--- src/rtl/two_bit_tdm_demux_pkg.sv ---
// Shared definitions for the two-bit TDM demultiplexer: state encoding,
// symbol/frame geometry and the error counter ceiling.
package two_bit_tdm_demux_pkg;

    typedef enum logic {
        HUNT   = 1'b0,
        LOCKED = 1'b1
    } state_t;

    localparam int SLOT_W    = 2;
    localparam int NUM_SLOTS = 4;

    localparam logic [3:0] ERR_MAX = 4'hF;

endpackage

--- src/rtl/two_bit_slot_reg.sv ---
// Two-bit storage element with load enable and asynchronous reset. Used for
// the shadow slots and for the visible frame outputs.
module two_bit_slot_reg
    import two_bit_tdm_demux_pkg::*;
(
    input  logic              clock,
    input  logic              reset,
    input  logic              en,
    input  logic [SLOT_W-1:0] d,
    output logic [SLOT_W-1:0] q
);

    // Capture d whenever enabled; clear on reset.
    always_ff @(posedge clock or posedge reset) begin
        if (reset) begin
            q <= '0;
        end else if (en) begin
            q <= d;
        end
    end

endmodule

--- src/rtl/two_bit_tdm_demux.sv ---
// Four-slot TDM demultiplexer for a serial 2-bit symbol stream. Symbols are
// collected into shadow slots while a frame is in progress; the visible
// outputs u..x are loaded all at once when slot 3 arrives, so a partial frame
// is never observable. Alignment is tracked with a HUNT/LOCKED state machine.
module two_bit_tdm_demux
    import two_bit_tdm_demux_pkg::*;
(
    input  logic              clock,
    input  logic              reset,
    input  logic              in_valid,
    input  logic              sync,
    input  logic [SLOT_W-1:0] d,
    output logic [SLOT_W-1:0] u,
    output logic [SLOT_W-1:0] v,
    output logic [SLOT_W-1:0] w,
    output logic [SLOT_W-1:0] x,
    output logic [1:0]        s,
    output logic              locked,
    output logic              frame_valid,
    output logic              sync_err,
    output logic [3:0]        err_count
);

    state_t            state;
    state_t            next_state;
    logic [1:0]        next_s;
    logic [2:0]        shadow_en;
    logic              out_en;
    logic              set_fv;
    logic              set_se;
    logic [SLOT_W-1:0] shadow0;
    logic [SLOT_W-1:0] shadow1;
    logic [SLOT_W-1:0] shadow2;

    // Decode the accepted symbol into register enables and the next state/slot.
    always_comb begin
        next_state = state;
        next_s     = s;
        shadow_en  = 3'b000;
        out_en     = 1'b0;
        set_fv     = 1'b0;
        set_se     = 1'b0;
        if (in_valid) begin
            case (state)
                HUNT: begin
                    if (sync) begin
                        shadow_en[0] = 1'b1;
                        next_s       = 2'd1;
                        next_state   = LOCKED;
                    end
                end
                LOCKED: begin
                    if (sync) begin
                        // Sync always restarts the frame; it is only an error
                        // when it cuts a frame short.
                        shadow_en[0] = 1'b1;
                        next_s       = 2'd1;
                        set_se       = (s != 2'd0);
                    end else if (s == 2'd0) begin
                        set_se     = 1'b1;
                        next_s     = 2'd0;
                        next_state = HUNT;
                    end else if (s == 2'd3) begin
                        out_en = 1'b1;
                        set_fv = 1'b1;
                        next_s = 2'd0;
                    end else begin
                        shadow_en[1] = (s == 2'd1);
                        shadow_en[2] = (s == 2'd2);
                        next_s       = s + 2'd1;
                    end
                end
                default: begin
                    next_state = HUNT;
                    next_s     = 2'd0;
                end
            endcase
        end
    end

    // Control state, slot index, status pulses and the saturating error count.
    always_ff @(posedge clock or posedge reset) begin
        if (reset) begin
            state       <= HUNT;
            s           <= 2'd0;
            frame_valid <= 1'b0;
            sync_err    <= 1'b0;
            err_count   <= 4'd0;
        end else begin
            state       <= next_state;
            s           <= next_s;
            frame_valid <= set_fv;
            sync_err    <= set_se;
            if (set_se && (err_count != ERR_MAX)) begin
                err_count <= err_count + 4'd1;
            end
        end
    end

    assign locked = (state == LOCKED);

    two_bit_slot_reg shadow_slot0 (
        .clock (clock),
        .reset (reset),
        .en    (shadow_en[0]),
        .d     (d),
        .q     (shadow0)
    );

    two_bit_slot_reg shadow_slot1 (
        .clock (clock),
        .reset (reset),
        .en    (shadow_en[1]),
        .d     (d),
        .q     (shadow1)
    );

    two_bit_slot_reg shadow_slot2 (
        .clock (clock),
        .reset (reset),
        .en    (shadow_en[2]),
        .d     (d),
        .q     (shadow2)
    );

    two_bit_slot_reg out_u (
        .clock (clock),
        .reset (reset),
        .en    (out_en),
        .d     (shadow0),
        .q     (u)
    );

    two_bit_slot_reg out_v (
        .clock (clock),
        .reset (reset),
        .en    (out_en),
        .d     (shadow1),
        .q     (v)
    );

    two_bit_slot_reg out_w (
        .clock (clock),
        .reset (reset),
        .en    (out_en),
        .d     (shadow2),
        .q     (w)
    );

    // Slot 3 goes straight to x so the frame appears one edge after it arrives.
    two_bit_slot_reg out_x (
        .clock (clock),
        .reset (reset),
        .en    (out_en),
        .d     (d),
        .q     (x)
    );

endmodule

--- config.mk ---
export PLATFORM = sky130hd
export DESIGN_NAME = two_bit_tdm_demux
export DESIGN_NICKNAME = d
export VERILOG_FILES = /design/src/rtl/two_bit_tdm_demux_pkg.sv /design/src/rtl/two_bit_slot_reg.sv /design/src/rtl/two_bit_tdm_demux.sv
export SDC_FILE = /design/constraint.sdc
export NUM_CORES = 1
export LEC_CHECK = 0
export BUFFER_PORTS_ARGS = -buffer_cell sky130_fd_sc_hd__buf_2
export CORE_MARGIN = 3
export CORE_UTILIZATION = 35
export CTS_CLUSTER_DIAMETER = 150
export CTS_CLUSTER_SIZE = 14
export DETAILED_ROUTE_END_ITERATION = 8
export GPL_TIMING_DRIVEN = 0
export PLACE_DENSITY = 0.56
export SETUP_SLACK_MARGIN = 0.5
export SYNTH_ARGS = -nofsm -noshare
export SYNTH_HDL_FRONTEND = slang
export SYNTH_HIERARCHICAL = 1
export SYNTH_SLANG_ARGS = --single-unit
--- constraint.sdc ---
create_clock -name clock -period 2.1 [get_ports clock]
set_input_delay 0.315 -clock clock [delete_from_list [all_inputs] [get_ports clock]]
set_output_delay 0.315 -clock clock [all_outputs]
set_load 0.05 [all_outputs]
* Yosys cells after proc, flatten, opt, wreduce, memory -nomap -nowiden
Cells that the tools add are included.
Word-level totals: register bits 23, bits of input ports 6, output and inout bits 17, logic and storage cells 47
Operators by class: $add $sub $neg 2, equal/unequal tests 5, mux-type cells 23, bitwise operators 1, reduce and logical (&&, ||, !) cells 4
Operators with widths (count):
- 2-bit two-way mux | 8
- 1-bit two-way mux | 12
- 4-bit by 1-bit adder with 4-bit output (second input constant) | 1
- 2-bit == test (second input constant) | 2
- 4-bit inequality test (second input constant) | 1
- 2-bit one-hot mux with 2 select lines | 1
- 3-bit two-way mux | 1
- 2-bit by 1-bit adder with 2-bit output (second input constant) | 1
- 2-bit by 1-bit == test with 1-bit output (second input constant) | 1
- 2-bit logical NOT | 1
- 2-bit inequality test (second input constant) | 1
- 1-bit one-hot mux with 2 select lines | 1
- 2-bit AND reduction | 1
- 2-bit nonzero test | 1
- 1-bit logical AND | 1
- 1-bit NOT | 1

* Logic depth before layout (Yosys ltp)
Gate-level depths: netlist of run 1.
depth in word-level cells 6, depth in mapped cells 7

* By module
The synthesis of run 1 kept the hierarchy.
By module, submodules not included:
- two_bit_slot_reg | instances 7, cells an instance 5, area an instance 76.3 µm², seq. area each 50.0 µm²
- two_bit_tdm_demux | instances 1, cells an instance 45, area an instance 508.0 µm², seq. area each 225.2 µm²

* Worst setup path before layout of run 1
No wires, ideal clock.
path type reg-to-reg, start reg s[0], end reg err_count[3], setup time 0.125 ns, arrival time 2.034 ns, data required time 1.975 ns, slack -0.059 ns, stages on the path, launching flop included 8, buffers on the path 1, period minus slack after synthesis 2.159 ns, cells stage by stage dfrtp_1 -> inv_1 -> ha_1 -> ha_1 -> and3b_1 -> buf_6 -> nand4_2 -> mux2_4
On the way: word-level cells in the longest chain between the ends 6, elaborated cells between the ends (all ways) 7, those cells by class mux (4); reduce/logical (3)
RTL lines:
- start: declaration | line two_bit_tdm_demux.sv:17 | output logic [1:0] s,
- start signal: assignment | line two_bit_tdm_demux.sv:91 | s <= next_s;
- 2-bit logical NOT | line two_bit_tdm_demux.sv:59 | end else if (s == 2'd0) begin
- 1-bit two-way mux | line two_bit_tdm_demux.sv:59
- 1-bit two-way mux * | line two_bit_tdm_demux.sv:53 | if (sync) begin
- 1-bit two-way mux * | line two_bit_tdm_demux.sv:44 | case (state)
- 1-bit two-way mux * | line two_bit_tdm_demux.sv:43 | if (in_valid) begin
- via set_se | line two_bit_tdm_demux.sv:30 | logic set_se;
- 1-bit logical AND * | line two_bit_tdm_demux.sv:94 | if (set_se && (err_count != ERR_MAX)) begin
- end signal: assignment | line two_bit_tdm_demux.sv:95 | err_count <= err_count + 4'd1;
- end: declaration | line two_bit_tdm_demux.sv:21 | output logic [3:0] err_count
The timed path passes the listed nets; every way through them passes the cells marked *. A chain may end at the register's enable or synchronous reset.

* Final worst setup path of run 1
start reg s[1], end reg err_count[3]
The elaborated chain is that of the path after synthesis.

==> impl_metrics.yaml, run 1 <==
worst_hold_path:
  holdPathStages: 2
  min_path_type: "in2reg"
power:
  p_per_area_mw_per_mm2: 1560
  power.total_mw: 2.05
  vdd_drop_max_mv: 0.590
  p_leak_nw: 0.664
grt:
  track_usage_pct: 12.5
  gr-usage-met3_pct: 4.04
  use_met2_pct: 19.8
  grt_max_degree: 14
  overflow: 0
  first_global_vias: 727
  grt_pass1_wl_mm: 3.36
  use_met1_pct: 15.8
  antenna_found_initial: 0
  grt_busiest_layer: "met2"
critical_path:
  crit_type: "reg2reg"
  cp_max_fo: 4
  cp.depth: 7
  cpMaxStageDelayCell: "dfrtp_2"
  worstPathCellList: "inv_4, ha_4, ha_4, and3b_1, buf_6, nand4_4, mux2_4"
  crit_arrival_ns: 1.88
  crit_buf_inv: 2
  cp_common_cell: "ha_4"
  path_delay_family: "flip-flops"
  ff2ff_path_depth: 7
  cpPeakStageDelay_ns: 0.45
  critical_path_required_ns: 2.30
  end_kind: "flop"
  worst_setup_path_start_kind: "flop"
finish:
  n_antenna_cell: 0
  fin_nets: 126
  fin_util_pct: 46.9
  final_cell_area_mm2: 0.00132
  layout-drive-gt1-share_pct: 53.6
  syn_to_final_growth_pct: 26.2
  ff_latch_area_um2: 579
  n_fill_cell: 267
  multi_input_area_um2: 453
detailed_routing:
  drt_pass1_iterations: 2
  wl_per_cell_um: 13.1
  drc: 0
  drt-initial-drc-count: 16
  ant_nets: 0
  vias: 681
  routed_wl_mm: 1.88
  vias_per_cell: 4.76
sta:
  grt_setup_unrepaired: "yes"
  hold_viol: 0
  drv_slew: 0
  worst_slack_ns: 0.424
  skew_ns: 0.00248
  setup_tns_ns: 0
  finalCriticalPeriod_ns: 1.68
  finalSetupViolCount: 0
  worst_pin_slew_ns: 0.375
  fmax_mhz: 597
  fin_crit_sh_pct: 79.8
  slew_headroom_pct: 75.0
place:
  post_dp_cell_area_mm2: 0.00121
  dp_hpwl_mm: 1.35
  pre_cts_ws_ns: 0.324
  port_buffers: 22
  place_congestion: 0.722
synthesis:
  synthXorXnorAreaFrac_pct: 0.840
  yosys_register_bits: 23
  yosysUniqueCellTypes: 22
  ys_warn_count: 6
  syn_nets: 93
  synthCells: 80
  syn_area_mm2: 0.00104
  synth_top_family_by_area: "multiplexers"
  synth_adder_area_share_pct: 8.40
  synth_compound_gate_area_share_pct: 4.20
  synth.area.mux_share_pct: 17.6
  avgSynthCellArea_um2: 13.0
  synth-simple-area-share_pct: 8.28
  yosysSeqAreaShare_pct: 55.2
die:
  die_h_um: 60.6
  die_area_mm2: 0.00367
  core_mm2: 0.00281
  boundaryPins: 23
  start_util_pct: 37.2
  die_w_um: 60.6
  rows: 19
clocking:
  cts_tree: "built"
  clock-sinks: 23
  path_clk_slew_ns: 0.12
  clk_latency_ns: 0.30
  cts-root-buf: "clkbuf_4"
  cts_buffer_depth: 2
  h-tree-depth: 1
  numCtsBuffers: 3
job:
  cap_violations: 0
outcome:
  status: "complete, no violations"
-- power by group --
part	internal, mW	switching [mW]	total [mW]	leakage [nW]
combinational	0.377	0.716	1.09	0.369
sequential	0.620	0.140	0.760	0.278
clock	0.0709	0.126	0.197	0.0177
-- cell usage in the layout, fill, tap and decap left out, types with 2 or more instances in the layout --
cell type  instances
a31oi_1            2
and2_1             3
buf_2             22
buf_4              5
clkbuf_4           3
dfrtp_1           20
dfrtp_2            3
ha_1               5
ha_4               2
inv_1             10
mux2_2            14
mux2_4             2
nand3_1            2
o21ai_0            2
-- layout make-up --
| type | count | share of cell area [%] |
|---|---|---|
| flip-flops and latches | 23 | 44.1 |
| multi-input cells | 44 | 34.4 |
| repair buffers | 28 | 12.0 |
| inverters | 12 | 3.62 |
| well taps | 31 | 2.95 |
| clock buffers | 3 | 1.71 |
| plain buffers | 1 | 0.856 |
| clock inverters | 1 | 0.381 |
-- sequential cells by signal, summed over array words and instances (netlist names) --
| register | cells |
|---|---|
| frame_valid | 1 |
| out_x/q | 2 |
| err_count | 4 |
| s | 2 |
| out_v/q | 2 |
| locked | 1 |
| sync_err | 1 |
| out_w/q | 2 |
| shadow_slot2/q | 2 |
| shadow_slot1/q | 2 |
| out_u/q | 2 |
| shadow_slot0/q | 2 |
-- cells by family (layout without fill, tap and decap cells) --
| group | after synthesis | count (layout) |
|---|---|---|
| compound gates | 7 | 7 |
| xor+xnor | 1 | 1 |
| fa+ha+maj | 7 | 7 |
| buf+inv | 13 | 45 |
| flops | 23 | 23 |
| mux | 16 | 16 |
| simple gates | 13 | 13 |
-- final timing paths --
check	from	to	slack (ns)
min in group asynchronous	reset	shadow_slot0/q[1]	0.47
worst min-delay path	in_valid	s[1]	0.23
worst max register to register	s[1]	err_count[3]	0.42
max in group asynchronous	reset	s[1]	1.22
worst min register to register	out_x/q[0]	out_x/q[0]	0.52
worst max-delay path	s[1]	err_count[3]	0.42
-- what timing repair did --
| item | 4_1_cts | 5_1_grt |
|---|---|---|
| gates resized for setup | 3 | 3 |
| hold buffers | 1 | 0 |
| endpoints found under the hold margin | 14 | 0 |
| pin swaps | 1 | 2 |
| endpoints found under the setup margin | 2 | 5 |
| buffers inserted | 5 | 0 |
-- synthesized netlist by cell type --
| master | n | share of area, % |
|---|---|---|
| buf_6 | 1 | 1.1 |
| nand2b_1 | 1 | 0.60 |
| a22oi_1 | 1 | 0.72 |
| nand2_2 | 1 | 0.60 |
| xnor2_1 | 1 | 0.84 |
| nor2b_1 | 1 | 0.60 |
| a21oi_1 | 1 | 0.48 |
| nor2_1 | 1 | 0.36 |
| and3b_1 | 1 | 0.84 |
| inv_1 | 12 | 4.3 |
| and3_2 | 1 | 0.72 |
| mux2_4 | 1 | 1.4 |
| o2bb2ai_1 | 1 | 0.84 |
| mux2_2 | 14 | 15 |
| and2_1 | 4 | 2.4 |
| o21ai_0 | 2 | 0.96 |
| nand4_2 | 1 | 1.2 |
| nand3_1 | 2 | 0.96 |
| dfrtp_1 | 23 | 55 |
| ha_1 | 7 | 8.4 |
| a31oi_1 | 2 | 1.2 |
| mux2_1 | 1 | 1.1 |
-- layer usage --
layer	share of wire, %	wire length, µm	up-vias
met5	0	0	-
met4	1.2	22	0
met3	4.3	81	2
met2	47	890	11
met1	47	881	334
li1	-	-	334
-- per-stage QoR --
stage | hold WS [ns] | cells
detailed placement | 0.249 | 133
finish | 0.231 | 143
global route | 0.218 | 143
CTS | 0.214 | 143
floorplan | 0.0562 | 80
global placement | 0.246 | 133
(Power assumes the default switching activity.)
==> inputs of run 2 (changes only) <==
Clock period 2.1 ns to 1.7 ns, I/O delays scaled along.
==> run 2 against run 1 <==
Effect of this change: sequential share of layout area decreased by 8.8 points; combinational power up 83%; total power is 55% higher; final area rose by 26%; worst hold slack worse by 0.048 ns; flip-flop and latch count did not move; core utilization rose by 12 points; clock power rose by 24%; sequential power rose by 23%; highest routed layer unchanged.
==> impl_metrics.yaml, run 2 (synthesized netlist as in run 1, its figures left out) <==
die:
  core_mm2: 0.00281
  die_w_um: 60.6
  rows: 19
  start_util_pct: 37.2
  boundaryPins: 23
  die_area_mm2: 0.00367
  die_h_um: 60.6
place:
  port_buffers: 22
  pre_cts_ws_ns: -0.0705
  place_congestion: 0.688
  dp_hpwl_mm: 1.35
detailed_routing:
  drc: 0
  routed_wl_mm: 2.34
  wl_per_cell_um: 14.4
  drt-initial-drc-count: 28
  ant_nets: 0
  vias: 771
  drt_pass1_iterations: 4
  vias_per_cell: 4.76
grt:
  grt_max_degree: 13
  track_usage_pct: 14.4
  overflow: 0
  grt_pass1_wl_mm: 3.74
  first_global_vias: 769
  antenna_found_initial: 0
critical_path:
  reg2reg_from: "s[1]"
  crit_arrival_ns: 1.84
  r2r-end: "err_count[3]"
  crit_type: "reg2reg"
  worst_setup_path_start_kind: "flop"
  critical_path_required_ns: 1.89
  ff2ff_path_depth: 7
  cp_max_fo: 4
  end_kind: "flop"
  reg2reg_slack_ns: 0.06
sta:
  worst_pin_slew_ns: 0.351
  drv_slew: 0
  setup_tns_ns: 0
  slew_headroom_pct: 76.6
  finalCriticalPeriod_ns: 1.64
  holdWs_ns: 0.183
  worst_slack_ns: 0.0568
  fin_crit_sh_pct: 96.7
  fmax_mhz: 609
  grt_setup_unrepaired: "yes"
  skew_ns: 0.00978
  hold_viol: 0
  finalSetupViolCount: 0
finish:
  layout_commonest_cell: "buf_4"
  mostFrequentLayoutCells: "buf_4, dfrtp_1, buf_6, mux2_4, inv_1"
  fin_nets: 145
  n_antenna_cell: 0
  largest_reg_flops: 4
  syn_to_final_growth_pct: 58.5
  layout-drive-gt1-share_pct: 65.6
  top_register: "err_count"
  n_fill_cell: 241
power:
  p_leak_nw: 0.814
  vdd_drop_max_mv: 0.846
  p_per_area_mw_per_mm2: 1920
job:
  cap_violations: 0
worst_hold_path:
  hp-start: "in_valid"
  holdPathStages: 2
  holdPathEnd: "s[1]"
  min_path_type: "in2reg"
clocking:
  clk_latency_ns: 0.30
  cts-root-buf: "clkbuf_4"
  h-tree-depth: 1
  clock-sinks: 23
  cts_tree: "built"
  cts_buffer_depth: 2
  numCtsBuffers: 3
  path_clk_slew_ns: 0.11
outcome:
  status: "complete, no violations"
## run 2: cell count changes in the layout (fill, tap and decap cells not counted), sizes merged
cell    delta
and2       +1
buf       +18
clkbuf     +1
clkinv     -1
## run 2: cell type report
type                            count  area (µm²)  share of cell area, %
Buffer                              1        11.3                  0.682
Tap cell                           31        38.8                   2.35
Timing Repair Buffer               46         392                   23.7
Clock buffer                        4        26.3                   1.59
Inverter                           12        45.0                   2.73
Multi-Input combinational cell     45         557                   33.7
Sequential cell                    23         582                   35.2
## run 2: worst max-delay path, stage by stage (launching register included)
cell and delay [ns]:
dfrtp_2 0.44, inv_2 0.08, ha_4 0.14, ha_4 0.18, and3b_1 0.21, buf_6 0.12, nand4_4 0.07, mux2_4 0.30
## run 2: per-stage QoR
| stage | power, mW | area [µm²] | cells | utilization (%) |
|---|---|---|---|---|
| floorplan | 1.98 | 1110 | 80 | - |
| global placement | 2.24 | 1250 | 133 | 44.7 |
| detailed placement | 2.26 | 1250 | 133 | 44.7 |
| CTS | 2.92 | 1530 | 153 | 54.5 |
| global route | 3.37 | 1650 | 162 | 58.9 |
| finish | 3.17 | 1650 | 162 | 58.9 |
## run 2: power by group
group | total (mW) | internal (mW) | switching (mW)
logic | 1.99 | 0.946 | 1.04
registers | 0.934 | 0.771 | 0.163
clock network | 0.245 | 0.0914 | 0.153
total | 3.17 | 1.81 | 1.36
## run 2: what timing repair did
| item | CTS | global route |
|---|---|---|
| pin swaps | 4 | 3 |
| gates cloned | 1 | 0 |
| endpoints found under the hold margin | 23 | 0 |
| buffers inserted | 14 | 9 |
| gates resized for setup | 33 | 20 |
| endpoints found under the setup margin | 29 | 33 |
| hold buffers | 1 | 0 |
## run 2: how the worst max path moves through the flow
stage,startpoint,end,slack (ns)
after floorplan,s[1],err_count[3],-0.21
after global placement,s[1],err_count[3],-0.07
after detailed placement,s[1],err_count[3],-0.07
after CTS,s[0],err_count[3],0.04
after global routing,s[1],err_count[3],0.02
final,s[1],err_count[3],0.06
## run 2: metal layers
| layer | part of all wire, % | track usage (%) | vias to the layer above |
|---|---|---|---|
| li1 | - | - | 376 |
| met1 | 44 | 18.2 | 374 |
| met2 | 50 | 23.2 | 17 |
| met3 | 4.3 | 3.62 | 4 |
| met4 | 1.9 | 6.50 | 0 |
| met5 | 0 | 0 | - |
